`src/rtl/mux_stream_n_pkg.sv`:
```
// Shared constants and helpers for the mux_stream_n stream multiplexer.
package mux_stream_n_pkg;

  localparam int MODE_SEL = 0;
  localparam int MODE_RR  = 1;

  function automatic int clog2(input int n);
    int r;
    int v;
    r = 0;
    v = n - 1;
    while (v > 0) begin
      r++;
      v = v >> 1;
    end
    return r;
  endfunction

endpackage

```
`src/rtl/mux_stream_n_rr_arbiter.sv`:
```
// Rotating-priority arbiter: the first requester at or after ptr_i (with wrap) wins.
module rr_arbiter #(
  parameter int NCH  = 4,
  parameter int SELW = 2
) (
  input  logic [NCH-1:0]  req_i,
  input  logic [SELW-1:0] ptr_i,
  output logic [NCH-1:0]  gnt_o,
  output logic [SELW-1:0] gnt_idx_o,
  output logic            gnt_vld_o
);

  always_comb begin
    int c;
    c         = 0;
    gnt_o     = '0;
    gnt_idx_o = '0;
    gnt_vld_o = 1'b0;
    for (int k = 0; k < NCH; k++) begin
      c = (int'(ptr_i) + k) % NCH;
      if (!gnt_vld_o && req_i[c]) begin
        gnt_o[c]  = 1'b1;
        gnt_idx_o = SELW'(c);
        gnt_vld_o = 1'b1;
      end
    end
  end

endmodule

```
`src/rtl/mux_stream_n.sv`:
```
// N-channel valid/ready stream multiplexer with one registered output stage;
// channel chosen by external sel (MODE_SEL) or round-robin arbitration (MODE_RR).
module mux_stream_n
  import mux_stream_n_pkg::*;
#(
  parameter int  WIDTH = 8,
  parameter int  NCH   = 4,
  parameter int  MODE  = MODE_SEL,
  localparam int SELW  = (clog2(NCH) > 1) ? clog2(NCH) : 1
) (
  input  logic                 clk,
  input  logic                 rst_n,
  input  logic [NCH*WIDTH-1:0] in_data,
  input  logic [NCH-1:0]       in_valid,
  output logic [NCH-1:0]       in_ready,
  input  logic [SELW-1:0]      sel,
  output logic [WIDTH-1:0]     out_data,
  output logic [SELW-1:0]      out_ch,
  output logic                 out_valid,
  input  logic                 out_ready
);

  logic             load_en;
  logic             xfer;
  logic [NCH-1:0]   gnt_oh;
  logic [SELW-1:0]  gnt_idx;
  logic             gnt_vld;
  logic [WIDTH-1:0] gnt_data;

  logic [WIDTH-1:0] out_data_q, out_data_d;
  logic [SELW-1:0]  out_ch_q, out_ch_d;
  logic             out_valid_q, out_valid_d;

  if (MODE == MODE_RR) begin : g_rr
    logic [SELW-1:0] ptr_q, ptr_d;
    logic            sel_unused;

    assign sel_unused = ^sel;

    rr_arbiter #(.NCH(NCH), .SELW(SELW)) u_arb (
      .req_i     (in_valid),
      .ptr_i     (ptr_q),
      .gnt_o     (gnt_oh),
      .gnt_idx_o (gnt_idx),
      .gnt_vld_o (gnt_vld)
    );

    // Pointer advances past the winner only when its beat is actually taken.
    always_comb begin
      ptr_d = ptr_q;
      if (xfer) begin
        ptr_d = (int'(gnt_idx) == NCH - 1) ? '0 : gnt_idx + SELW'(1);
      end
    end

    always_ff @(posedge clk) begin
      if (!rst_n) ptr_q <= '0;
      else        ptr_q <= ptr_d;
    end
  end else begin : g_sel
    // Out-of-range sel matches no channel, so it simply never grants.
    always_comb begin
      gnt_oh  = '0;
      gnt_idx = '0;
      gnt_vld = 1'b0;
      for (int i = 0; i < NCH; i++) begin
        if (int'(sel) == i && in_valid[i]) begin
          gnt_oh[i] = 1'b1;
          gnt_idx   = SELW'(i);
          gnt_vld   = 1'b1;
        end
      end
    end
  end

  always_comb begin
    gnt_data = '0;
    for (int i = 0; i < NCH; i++) begin
      if (int'(gnt_idx) == i) gnt_data = in_data[i*WIDTH +: WIDTH];
    end
  end

  assign load_en  = ~out_valid_q | out_ready;
  assign xfer     = rst_n & load_en & gnt_vld;
  assign in_ready = gnt_oh & {NCH{rst_n & load_en}};

  // Output stage: a new beat replaces a draining one with no bubble.
  always_comb begin
    out_data_d  = out_data_q;
    out_ch_d    = out_ch_q;
    out_valid_d = out_valid_q;
    if (xfer) begin
      out_data_d  = gnt_data;
      out_ch_d    = gnt_idx;
      out_valid_d = 1'b1;
    end else if (out_ready) begin
      out_valid_d = 1'b0;
    end
  end

  always_ff @(posedge clk) begin
    if (!rst_n) begin
      out_data_q  <= '0;
      out_ch_q    <= '0;
      out_valid_q <= 1'b0;
    end else begin
      out_data_q  <= out_data_d;
      out_ch_q    <= out_ch_d;
      out_valid_q <= out_valid_d;
    end
  end

  assign out_data  = out_data_q;
  assign out_ch    = out_ch_q;
  assign out_valid = out_valid_q;

endmodule

```
`config.mk`:
```
export PLATFORM = sky130hd
export DESIGN_NAME = mux_stream_n
export DESIGN_NICKNAME = d
export VERILOG_FILES = /design/src/rtl/mux_stream_n_pkg.sv /design/src/rtl/mux_stream_n_rr_arbiter.sv /design/src/rtl/mux_stream_n.sv
export SDC_FILE = /design/constraint.sdc
export NUM_CORES = 1
export LEC_CHECK = 0
export ABC_AREA = 1
export BUFFER_PORTS_ARGS = -buffer_cell sky130_fd_sc_hd__buf_2
export CAP_MARGIN = 0
export CORE_UTILIZATION = 41
export CTS_CLUSTER_DIAMETER = 50
export DETAILED_ROUTE_END_ITERATION = 12
export GPL_ROUTABILITY_DRIVEN = 0
export PLACE_DENSITY_LB_ADDON = 0.25
export SLEW_MARGIN = 0
export SYNTH_ARGS = -nofsm -noshare
export SYNTH_HDL_FRONTEND = slang
export SYNTH_SLANG_ARGS = --single-unit
```
`constraint.sdc`:
```
create_clock -name clk -period 1.3 [get_ports clk]
set_input_delay 0.065 -clock clk [delete_from_list [all_inputs] [get_ports clk]]
set_output_delay 0.065 -clock clk [all_outputs]
set_load 0.05 [all_outputs]
```
# == After elaboration in Yosys (flattened, before gate mapping) ==
# Cells that the tools add are included.
# op_classes
muxes,16
eq_ne,6
n_bitwise,5
reduce_logical,7
# op_table
op,count
$mux 8,4
$mux 1,10
$eq 2x2->1 const B,4
$and 4x4->4,1
$eq 2x1->1 const B,2
$logic_and 1x1->1,4
$logic_not 2->1,2
$mux 2,2
$and 1x1->1,2
$reduce_bool 2->1,1
$not 1->1,1
$or 1x1->1,1
# word_totals
output_inout_bits,15
word_cells,37
input_bits,41
register_bits,11

# == Longest topological paths before layout ==
# logic_depth
depth_word,10
mapped_depth,9
mapped_depth_nobuf,8

# == Worst setup path after synthesis ==
# OpenSTA, ideal clock, no wires.
# synth_timing
path_type,register to register
startpoint,register out_valid_q (netlist: out_valid)
endpoint,register out_ch_q[0] (netlist: out_ch[0])
stages_incl_launch_ff,6
setup_ns,0.069
synth_period_minus_slack_ns,1.788
t_required_ns,1.231
setup_slack_ns,-0.488
path_buffers,0
arrival_ns,1.719
path_cell_list,dfxtp_1 > nand2_1 > nand2_1 > nor2_1 > nor2_1 > o21ai_1
# synth_via
elab_chain_cells,4
# synth_rtl
element,line,rtl
from (decl),mux_stream_n.sv:32,"logic out_valid_q, out_valid_d;"
from (signal assigned),mux_stream_n.sv:109,out_valid_q <= out_valid_d;
$not 1->1,mux_stream_n.sv:83,assign load_en = ~out_valid_q | out_ready;
$or 1x1->1,mux_stream_n.sv:83,
$and 1x1->1 (2 in a row),mux_stream_n.sv:84,assign xfer = rst_n & load_en & gnt_vld;
to (signal assigned),mux_stream_n.sv:108,out_ch_q <= out_ch_d;
to (decl),mux_stream_n.sv:31,"logic [SELW-1:0] out_ch_q, out_ch_d;"
# Every way passes these cells.
# A chain may end at the register's enable or synchronous reset.

# == Worst setup path in the final report ==
# layout_timing
startpoint,register out_valid_q (netlist: out_valid)
endpoint,output port in_ready[1]
# layout_via
elab_chain_cells,4
# layout_rtl
element,line,rtl
$not 1->1,mux_stream_n.sv:83,
$or 1x1->1,mux_stream_n.sv:83,
$and 1x1->1,mux_stream_n.sv:85,assign in_ready = gnt_oh & {NCH{rst_n & load_en}};
$and 4x4->4,mux_stream_n.sv:85,
to (decl),mux_stream_n.sv:15,"output logic [NCH-1:0] in_ready,"
# Every way passes these cells.

==> impl_metrics.tcl <==
set metrics [dict create \
    status "completed" \
    netlist.area_leader.share_pct 26.2 \
    crit_required_ns 1.24 \
    r2r-start "out_valid" \
    vias_per_cell 4.84 \
    area_growth_pct 42.9 \
    clock-sinks 11 \
    grt_setup_unrepaired "no" \
    synth_mux_area_share_pct 0 \
    clockBufferDepth 2 \
    clock_latency_ns 0.27 \
    ff2ff_setup_slack_ns 0.17 \
    postCtsSetupBuffers 0 \
    ctsResizeCount 4 \
    relSlewSlack_pct 83.5 \
    p_seq_share_pct 37.6 \
    synth_compound_area_share_pct 9.21 \
    synth-seq-cells 11 \
    synthSimpleGateAreaFrac_pct 54.4 \
    vdd_ir_drop_max_mv 0.826 \
    pwr-share-clk_pct 24.3 \
    fmax_ghz 0.820 \
    path_max_fanout 6 \
    p_switching_uw 374 \
    crit_slowest_cell "dfxtp_2" \
    cts-root-buf "clkbuf_4" \
    layout_common_cells "nand2_1, buf_2, nand3_2, dfxtp_1" \
    chipHeight_um 47.3 \
    port_buffers 55 \
    reg2reg_to "out_data[0]" \
    htreeDepth 1 \
    hold_slack_ns 0.0573 \
    synth_adder_area_share_pct 0 \
    wire_per_inst_um 11.1 \
    vias 1017 \
    synth_area_leaders "dfxtp_1, nand2_1, nand3_2, nand4_1, nand3_1" \
    end_kind "primary output" \
    leakage_uw 0.000649 \
    whs_path_depth 3 \
    period_share_pct 93.8 \
    syn_area_per_cell_um2 6.79 \
    ff2ff_path_depth 5 \
    ys_seq_area_share_pct 26.2 \
    rows 16 \
    pwr-share-comb_pct 38.1 \
    drv_slew 0 \
    tightest_slew_ns 0.247 \
    overflow 0 \
    crit_chain "nand2_1 -> nand2_4 -> nor2_4 -> buf_4" \
    io_pins 56 \
    hold_buffers 0 \
    grt_usage_pct 21.8 \
    grt_max_degree 11 \
    setup_violations 0 \
    dr.pass1.iters 4 \
    numCtsBuffers 3 \
    drv_cap 0 \
    setup-tns-final_ns 0 \
    utilization_pct 62.0 \
    ys_warn_count 0 \
    fin_skew_ns 0.00121 \
    netlist_instances 124 \
    grt_antenna_before_repair 0 \
    cts_tree "done" \
    num-nets-final 225 \
    fp.coreArea_um2 1940 \
    grt_pass1_vias 874 \
    clk_pin_slew_worst_paths_ns 0.07 \
    finalHoldViolations 0 \
    yosysTopAreaCell "dfxtp_1" \
    die_x_um 47.3 \
    start_util_pct 43.4 \
    critPathMaxStageDelay_ns 0.32 \
    drc 0 \
    antenna_cells 0 \
    wirelength_um 2330 \
    synth_xor_xnor_area_share_pct 0 \
    synth_cell_types 19 \
    grt_pass1_wl_um 3450 \
    synth_top_family_by_area "simple AND/OR/NAND/NOR gates" \
    hp-start "rst_n" \
    internal-power_uw 612 \
    critPathLaunchType "register" \
    setup.worst_path.class "reg2out" \
    syn-cell-area_um2 842 \
    ant_nets 0 \
    drive_above_1_share_pct 48.1 \
    die-area_um2 2240 \
    critical_path_arrival_ns 1.15 \
    switching_share_pct 37.9 \
    initialDrtViolationCount 13 \
    crit_path_start "out_valid" \
    min_path_type "in2reg" \
    synth_nets 165 \
    period_minus_slack_ns 1.22 \
    whs_endpoint "out_valid" \
    pwr_density_cell_nw_per_um2 818 \
    dp_hpwl_um 1910 \
]
## registers in the layout (all words and copies together) (netlist names)
register and count:
out_data 8, out_valid 1, out_ch 2
## worst max-delay path, delay by kind of cell, from the launching register on
family | cells | cell delay [ns]
and+or+nand+nor | 3 | 0.35
DFF | 1 | 0.32
buffers and inverters | 1 | 0.21
## per-stage QoR
step           cells  setup slack [ns]  total power (µW)  instance area [µm²]
3_3_place_gp     206             0.148               741                 1160
4_1_cts          210            0.0163               986                 1200
6_report         210            0.0812               985                 1200
2_1_floorplan    124            0.0135               634                  866
5_1_grt          210            0.0193              1040                 1200
3_5_place_dp     206             0.104               751                 1160
## worst max-delay path by stage
stage / endpoint / cells after the start / slack (ns)
CTS: in_ready[1] / 4 / 0.02
floorplan: out_ch[1] / 5 / 0.01
global placement: out_data[5] / 9 / 0.15
detailed placement: out_data[0] / 5 / 0.10
finish: in_ready[1] / 4 / 0.08
global route: in_ready[1] / 4 / 0.02
## power groups by stage
stage	Clock (µW)	Sequential, µW	Combinational [µW]
finish	239	370	376
global route	260	372	408
CTS	240	370	376
detailed placement	0	378	373
global placement	0	377	364
floorplan	0	455	179
## metal layers
metal	track usage [%]	vias to the layer above	part of all wire [%]
li1	-	533	-
met1	23.1	455	41
met2	41.1	29	54
met3	7.69	0	4.7
met4	4.57	0	0
met5	0	-	0
## synth_stat cells, drive strengths merged
cell	n
inv	6
clkinv	3
nand2	52
o21ai	2
nand4	8
a21oi	8
dfxtp	11
buf	5
nand3	20
nor2	7
o21bai	1
o2111ai	1
## final cells by class
cell class | instances | area (µm²)
repair buffers | 60 | 323
flip-flops and latches | 11 | 221
well taps | 27 | 33.8
multi-input cells | 99 | 563
clock buffers | 4 | 26.3
fillers | 186 | 738
inverters | 9 | 36.3
## cells by family (layout without fill, tap and decap cells)
| family | Yosys count | in the layout |
|---|---|---|
| AOI/OAI and AO/OA | 12 | 12 |
| buffers and inverters | 14 | 73 |
| and+or+nand+nor | 87 | 87 |
| DFF | 11 | 11 |
Note: power is estimated with default switching activity, not from simulation.
